$ cat src/rtl/seq_div.sv
// ---------------------------------------------------------------------------
// seq_div -- sequential unsigned restoring divider, radix-2.
//
// Produces one quotient bit per clock: an accepted start takes N cycles of
// CALC, and results land on the completing edge together with a one-cycle
// done pulse. Divide-by-zero is answered directly from IDLE on the start
// edge. The start/busy handshake matches the team's sequential multiplier.
//
// Ports:
//   clk          single clock, rising edge
//   reset_n      asynchronous, active-low reset
//   start        request a divide; sampled only while idle
//   dividend     numerator (unsigned, N bits), sampled on the start edge
//   divisor      denominator (unsigned, N bits), sampled on the start edge
//   quotient     result, held until the next completion
//   remainder    result, held until the next completion
//   busy         high while a division is in progress (N cycles)
//   done         one-cycle pulse when quotient/remainder update
//   div_by_zero  status of the last completed operation
// ---------------------------------------------------------------------------
module seq_div #(
  parameter int N = 16
) (
  input  logic         clk,
  input  logic         reset_n,
  input  logic         start,
  input  logic [N-1:0] dividend,
  input  logic [N-1:0] divisor,
  output logic [N-1:0] quotient,
  output logic [N-1:0] remainder,
  output logic         busy,
  output logic         done,
  output logic         div_by_zero
);

  localparam int CW = (N > 1) ? $clog2(N) : 1;

  typedef enum logic {
    IDLE = 1'b0,
    CALC = 1'b1
  } state_t;

  state_t        state_q, state_d;
  logic [N-1:0]  wq_q, wq_d;      // work quotient: dividend bits shift out, quotient bits shift in
  logic [N-1:0]  wr_q, wr_d;      // work (partial) remainder
  logic [N-1:0]  dvs_q, dvs_d;    // divisor captured at start
  logic [CW-1:0] cnt_q, cnt_d;
  logic [N-1:0]  quot_q, quot_d;
  logic [N-1:0]  rem_q, rem_d;
  logic          busy_q, busy_d;
  logic          done_q, done_d;
  logic          dbz_q, dbz_d;

  // One restoring step. The trial subtraction is taken on the full shifted
  // partial remainder (N+1 bits) so the borrow in bit N is the sign.
  logic [N:0]    trial;
  logic [N-1:0]  shr;
  logic [N-1:0]  step_wr;
  logic [N-1:0]  step_wq;

  assign trial   = {wr_q, wq_q[N-1]} - {1'b0, dvs_q};
  assign shr     = {wr_q[N-2:0], wq_q[N-1]};
  assign step_wr = trial[N] ? shr : trial[N-1:0];
  assign step_wq = {wq_q[N-2:0], ~trial[N]};

  always_comb begin
    state_d = state_q;
    wq_d    = wq_q;
    wr_d    = wr_q;
    dvs_d   = dvs_q;
    cnt_d   = cnt_q;
    quot_d  = quot_q;
    rem_d   = rem_q;
    busy_d  = busy_q;
    done_d  = 1'b0;
    dbz_d   = dbz_q;

    unique case (state_q)
      IDLE: begin
        if (start) begin
          if (divisor != '0) begin
            wq_d    = dividend;
            wr_d    = '0;
            dvs_d   = divisor;
            cnt_d   = '0;
            busy_d  = 1'b1;
            state_d = CALC;
          end else begin
            // Divide-by-zero completes immediately without entering CALC.
            quot_d = '1;
            rem_d  = dividend;
            dbz_d  = 1'b1;
            done_d = 1'b1;
          end
        end
      end

      CALC: begin
        wq_d  = step_wq;
        wr_d  = step_wr;
        cnt_d = cnt_q + 1'b1;
        if (cnt_q == CW'(N - 1)) begin
          quot_d  = step_wq;
          rem_d   = step_wr;
          dbz_d   = 1'b0;
          done_d  = 1'b1;
          busy_d  = 1'b0;
          state_d = IDLE;
        end
      end

      default: state_d = IDLE;
    endcase
  end

  always_ff @(posedge clk or negedge reset_n) begin
    if (!reset_n) begin
      state_q <= IDLE;
      wq_q    <= '0;
      wr_q    <= '0;
      dvs_q   <= '0;
      cnt_q   <= '0;
      quot_q  <= '0;
      rem_q   <= '0;
      busy_q  <= 1'b0;
      done_q  <= 1'b0;
      dbz_q   <= 1'b0;
    end else begin
      state_q <= state_d;
      wq_q    <= wq_d;
      wr_q    <= wr_d;
      dvs_q   <= dvs_d;
      cnt_q   <= cnt_d;
      quot_q  <= quot_d;
      rem_q   <= rem_d;
      busy_q  <= busy_d;
      done_q  <= done_d;
      dbz_q   <= dbz_d;
    end
  end

  assign quotient    = quot_q;
  assign remainder   = rem_q;
  assign busy        = busy_q;
  assign done        = done_q;
  assign div_by_zero = dbz_q;

endmodule

$ cat config.mk
export PLATFORM = sky130hd
export DESIGN_NAME = seq_div
export DESIGN_NICKNAME = d
export VERILOG_FILES = /design/src/rtl/seq_div.sv
export SDC_FILE = /design/constraint.sdc
export NUM_CORES = 1
export LEC_CHECK = 0
export ABC_AREA = 1
export CAP_MARGIN = 10
export CORE_MARGIN = 2
export CORE_UTILIZATION = 56
export DETAILED_ROUTE_END_ITERATION = 7
export GPL_TIMING_DRIVEN = 0
export PLACE_DENSITY = 0.81
export SYNTH_ARGS = -nofsm -noshare
export SYNTH_HDL_FRONTEND = slang
export SYNTH_SLANG_ARGS = --single-unit
$ cat constraint.sdc
create_clock -name clk -period 2.25 [get_ports clk]
set_input_delay 0.675 -clock clk [delete_from_list [all_inputs] [get_ports clk]]
set_output_delay 0.675 -clock clk [all_outputs]
set_load 0.05 [all_outputs]
# After elaboration in Yosys (flattened, before gate mapping)
# Cells that the tools add are included.
dict set report totals {
  in_bits 35
  register_bits 88
  elab_cells 57
  output_inout_bits 35
}
dict set report classes {
  n_mux 33
  n_addsub 2
  n_reduce_logical 5
  n_eq_ne 5
  bitwise_logic 2
}
# cell count
set op_table {}
lappend op_table {{16-bit two-way mux} 11}
lappend op_table {{16-bit one-hot mux with 2 select lines} 4}
lappend op_table {{17-bit by 16-bit subtractor with 17-bit output} 1}
lappend op_table {{16-bit nonzero test} 1}
lappend op_table {{1-bit two-way mux} 11}
lappend op_table {{3-bit AND reduction} 3}
lappend op_table {{4-bit two-way mux} 2}
lappend op_table {{1-bit one-hot mux with 2 select lines} 4}
lappend op_table {{4-bit one-hot mux with 2 select lines} 1}
lappend op_table {{2-bit != test (second input constant)} 3}
lappend op_table {{4-bit by 1-bit adder with 4-bit output (second input constant)} 1}
lappend op_table {{4-bit == test (second input constant)} 1}
lappend op_table {{2-bit by 1-bit != test with 1-bit output (second input constant)} 1}
lappend op_table {{1-bit NOT} 2}
lappend op_table {{2-bit AND reduction} 1}

# Logic depth before layout (Yosys ltp)
dict set report logic_depth {
  ltp_word 4
  ltp_mapped 17
  depth_no_buf 16
}

# Worst setup path before layout
# No wires, ideal clock.
dict set report synth_timing {
  path_type {reg2reg}
  startpoint {register wq_q[15]}
  endpoint {register rem_q[0], in the netlist remainder[0]}
  slack_ps 186
  path_buffers 1
  period_less_slack_ps 2064
  path_stages_with_launch 17
  setup_time_ps 113
  t_arrival_ps 1952
  path_cell_list {dfrtp_1 -> inv_1 -> ha_1 -> fa_1 -> inv_1 -> nand2_1 -> nand2_1 -> nand3_1 -> nand2_2 -> nand2_4 -> nand3_1 -> nand2_4 -> buf_12 -> nand3_2 -> nand3_2 -> nand2_1 -> inv_1}
}
dict set report synth_between {
  elab_chain_len 4
}
# item line
set synth_lines {}
lappend synth_lines {{start, declared} 44} ;# logic [N-1:0] wq_q, wq_d;
lappend synth_lines {{start signal, assigned} 130} ;# wq_q <= wq_d;
lappend synth_lines {{17-bit by 16-bit subtractor with 17-bit output} 61} ;# assign trial = {wr_q, wq_q[N-1]} - {1'b0, dvs_q};
lappend synth_lines {{16-bit two-way mux *} 63} ;# assign step_wr = trial[N] ? shr : trial[N-1:0];
lappend synth_lines {{16-bit two-way mux *} 102} ;# if (cnt_q == CW'(N - 1)) begin
lappend synth_lines {{16-bit one-hot mux with 2 select lines *} 78} ;# unique case (state_q)
lappend synth_lines {{end signal, assigned} 135} ;# rem_q <= rem_d;
lappend synth_lines {{end, declared} 49} ;# logic [N-1:0] rem_q, rem_d;
# Every way passes the cells marked *; elsewhere a longest branch is shown, timed or not. The select of a mux whose other input is x is not followed.
# A chain may end at the register's enable or synchronous reset.

# Worst setup path in the final report
dict set report layout_timing {
  startpoint {register wr_q[10]}
  endpoint {register rem_q[8], in the netlist remainder[8]}
}
dict set report layout_between {
  elab_chain_len 4
}
# item line
set layout_lines {}
lappend layout_lines {{start, declared} 45} ;# logic [N-1:0] wr_q, wr_d;
lappend layout_lines {{start signal, assigned} 131} ;# wr_q <= wr_d;
lappend layout_lines {{17-bit by 16-bit subtractor with 17-bit output} 61}
lappend layout_lines {{16-bit two-way mux} 63}
lappend layout_lines {{16-bit two-way mux} 102}
lappend layout_lines {{16-bit one-hot mux with 2 select lines} 78}
# No other way between the ends. The select of a mux whose other input is x is not followed.

==> flow_summary_export.csv <==
group,metric,value,unit
outcome,status,"finished, violations left",
outcome,violations,"negative setup slack",
place,io_buffers,69,
timing,setup_slack,-0.00177,ns
final_layout,diodes,0,
global_route,grt_start_max_net_pins,46,
timing,hold_ws,0.328,ns
route,dr.first_iter.drc_count,285,
die,start_util,0.573,
global_route,grt_overflow,0,
synthesis,postSynthAreaPerCell,7.57,um2
run,maxCapViolCount,0,
place,hpwlAfterDp,10700,um
route,routed_via_density,5.43,
final_layout,syn_to_final_growth,28.6,%
die,fp.dieW,101,um
clocking,clk_latency,0.36,ns
place,gp_congestion,0.935,
synthesis,synth_cell_types,34,
worst_setup_path,cp_data_arrival_time,2.56,ns
timing,period_minus_slack,2.25,ns
route,dr.pass1.iters,5,
worst_setup_path,crit_buf_inv,3,
worst_setup_path,crit_family,"simple AND/OR/NAND/NOR gates",
clocking,cts_tree,"built",
clocking,cts_buffers,9,
clocking,path_clk_slew,0.09,ns
global_route,grtUsageTotal,0.276,
clocking,cts.sinks,88,
route,drc,0,
final_layout,design_area,6780,um2
global_route,grt_pass1_wl,22000,um
final_layout,drive_above_1_share,0.187,
timing,worst_clock_skew,0.00845,ns
timing,tightest_slew,0.632,ns
synthesis,synth_edf_count,0,
clocking,cts_root_buffer,"clkbuf_8",
timing,max_freq,0.444,GHz
die,die_h,101,um
timing,slew_viol_final,0,
synthesis,synth-seq-area-share,0.418,
timing,finalHoldViolations,0,
worst_setup_path,slowest_stage,"dfrtp_1",
synthesis,ys_warn_count,0,
clocking,holdBufCountCts,0,
worst_hold_path,hold_class,"primary input to asynchronous set/reset pin",
die,rows,35,
worst_setup_path,cpPeakStageDelay,0.46,ns
clocking,clk_path_buf_depth,2,
worst_setup_path,start_kind,"register",
worst_setup_path,cp_max_fo,6,
synthesis,syn_nets,750,
timing,rsz0062_at_grt,"true",
synthesis,synthFlopType,"dfrtp_1",
place,placed_area,6130,um2
die,dieArea,10200,um2
route,vias,4897,
timing,relSlewSlack,0.579,
final_layout,fillers,721,
global_route,antenna_found_initial,0,
route,wl_per_cell,15.8,um
final_layout,fin_nets,839,
synthesis,ys_ff_latch,88,
worst_setup_path,endpoint_kind,"register",
timing,fin_tns_setup,-0.00177,ns
final_layout,layout_commonest_cell,"nand2_1",
synthesis,synth_area,5270,um2
worst_setup_path,path_cells,"ha_1, nand2_2, inv_2, nand2_1, nand2_1, a21oi_4, nand3_2, nand2_8, clkbuf_16, nand3_4, nand3_2, nand2_1, inv_1",
die,num_io_pins,70,
worst_setup_path,crit_type,"register to register",
synthesis,async_reset_ff_frac,1.00,
place,pre_cts_ws,-0.513,ns
timing,fin_crit_sh,1.00,
worst_setup_path,crit_top_cell,"nand2_1",
synthesis,syn-instance-count,697,
route,ant_nets,0,
timing,setup_violations,1,
clocking,htreeDepth,3,
final_layout,layout_common_cells,"nand2_1, inv_1, dfrtp_1",
worst_setup_path,cp.required,2.56,ns
global_route,grt_pass1_vias,4531,
die,coreArea,9200,um2
route,wl,14200,um
[per-stage QoR]
step / instances / utilization
detailed placement: 878 / 0.666
CTS: 895 / 0.691
floorplan: 697 / -
global placement: 877 / 0.664
finish: 902 / 0.737
global route: 902 / 0.737
[per-layer routing]
layer | share of wire | GRT usage
met5 | 0 | 0
met1 | 0.45 | 0.391
met3 | 0.053 | 0.0388
met2 | 0.49 | 0.437
met4 | 0.012 | 0.0936
[what timing repair did]
item / CTS / global route
gates cloned: 0 / 3
resized for setup: 10 / 74
setup endpoints to repair: 52 / 84
setup buffers: 1 / 5
pin swaps: 2 / 16
[worst reg2reg max path: cells and delay by family, from the launching register on]
family / cells / cell delay (ns)
and+or+nand+nor: 8 / 0.84
DFF: 1 / 0.46
adders and majority gates: 1 / 0.40
AOI/OAI and AO/OA: 1 / 0.26
buffers and inverters: 3 / 0.25
[cells in the mapped netlist, types with 2 or more instances]
library cell	number	share of area
a21oi_1	20	0.019
a21oi_2	2	0.0033
a31oi_1	18	0.021
and2_1	4	0.0047
buf_12	2	0.0076
buf_2	9	0.0085
buf_4	4	0.0057
clkbuf_1	9	0.0064
dfrtp_1	88	0.42
ha_1	17	0.040
inv_1	118	0.084
inv_2	4	0.0028
nand2_1	176	0.13
nand2_2	12	0.014
nand2_4	3	0.0064
nand3_1	56	0.053
nand3_2	24	0.046
nand4_1	6	0.0071
nor2_1	58	0.041
o211ai_1	2	0.0028
o21ai_0	32	0.030
or2_2	16	0.019
xor2_1	6	0.010
[registers in the layout, summed over array words and instances, names as in the netlist]
register     cells
quotient        16
cnt_q            4
div_by_zero      1
remainder       16
wr_q            16
done             1
wq_q            16
state_q          1
dvs_q           16
busy             1
[logic make-up after synthesis]
| logic type | Yosys count | share of synthesized area |
|---|---|---|
| simple gates | 359 | 0.325 |
| buf+inv | 148 | 0.118 |
| flops | 88 | 0.418 |
| compound gates | 77 | 0.0830 |
| fa+ha+maj | 18 | 0.0441 |
| xor+xnor | 7 | 0.0116 |
[final timing paths]
kind	slack, ns	cells after the start	to	start
max in group asynchronous	1.28	2	dvs_q[1]$_DFFE_PN0P_	reset_n
worst max-delay path	-0.002	13	remainder[8]$_DFFE_PN0P_	wr_q[10]$_DFFE_PN0P_
worst min-delay path	0.33	1	dvs_q[10]$_DFFE_PN0P_	reset_n
worst max register to register	-0.002	13	remainder[8]$_DFFE_PN0P_	wr_q[10]$_DFFE_PN0P_
min in group clk	0.50	2	div_by_zero$_DFFE_PN0P_	div_by_zero$_DFFE_PN0P_
worst min register to register	0.50	2	div_by_zero$_DFFE_PN0P_	div_by_zero$_DFFE_PN0P_
[layout make-up]
| type | count | area, um2 | share of cell area |
|---|---|---|---|
| multi-input cells | 462 | 2790 | 0.411 |
| flip-flops and latches | 88 | 2200 | 0.325 |
| repair buffers | 78 | 838 | 0.124 |
| inverters | 123 | 462 | 0.0681 |
| plain buffers | 24 | 173 | 0.0255 |
| well taps | 111 | 139 | 0.0205 |
| clock buffers | 10 | 128 | 0.0188 |
| clock inverters | 6 | 52.6 | 0.00775 |
Power is not shown: default switching activity piles up to over one toggle a cycle in this logic, so the estimate is an artifact.
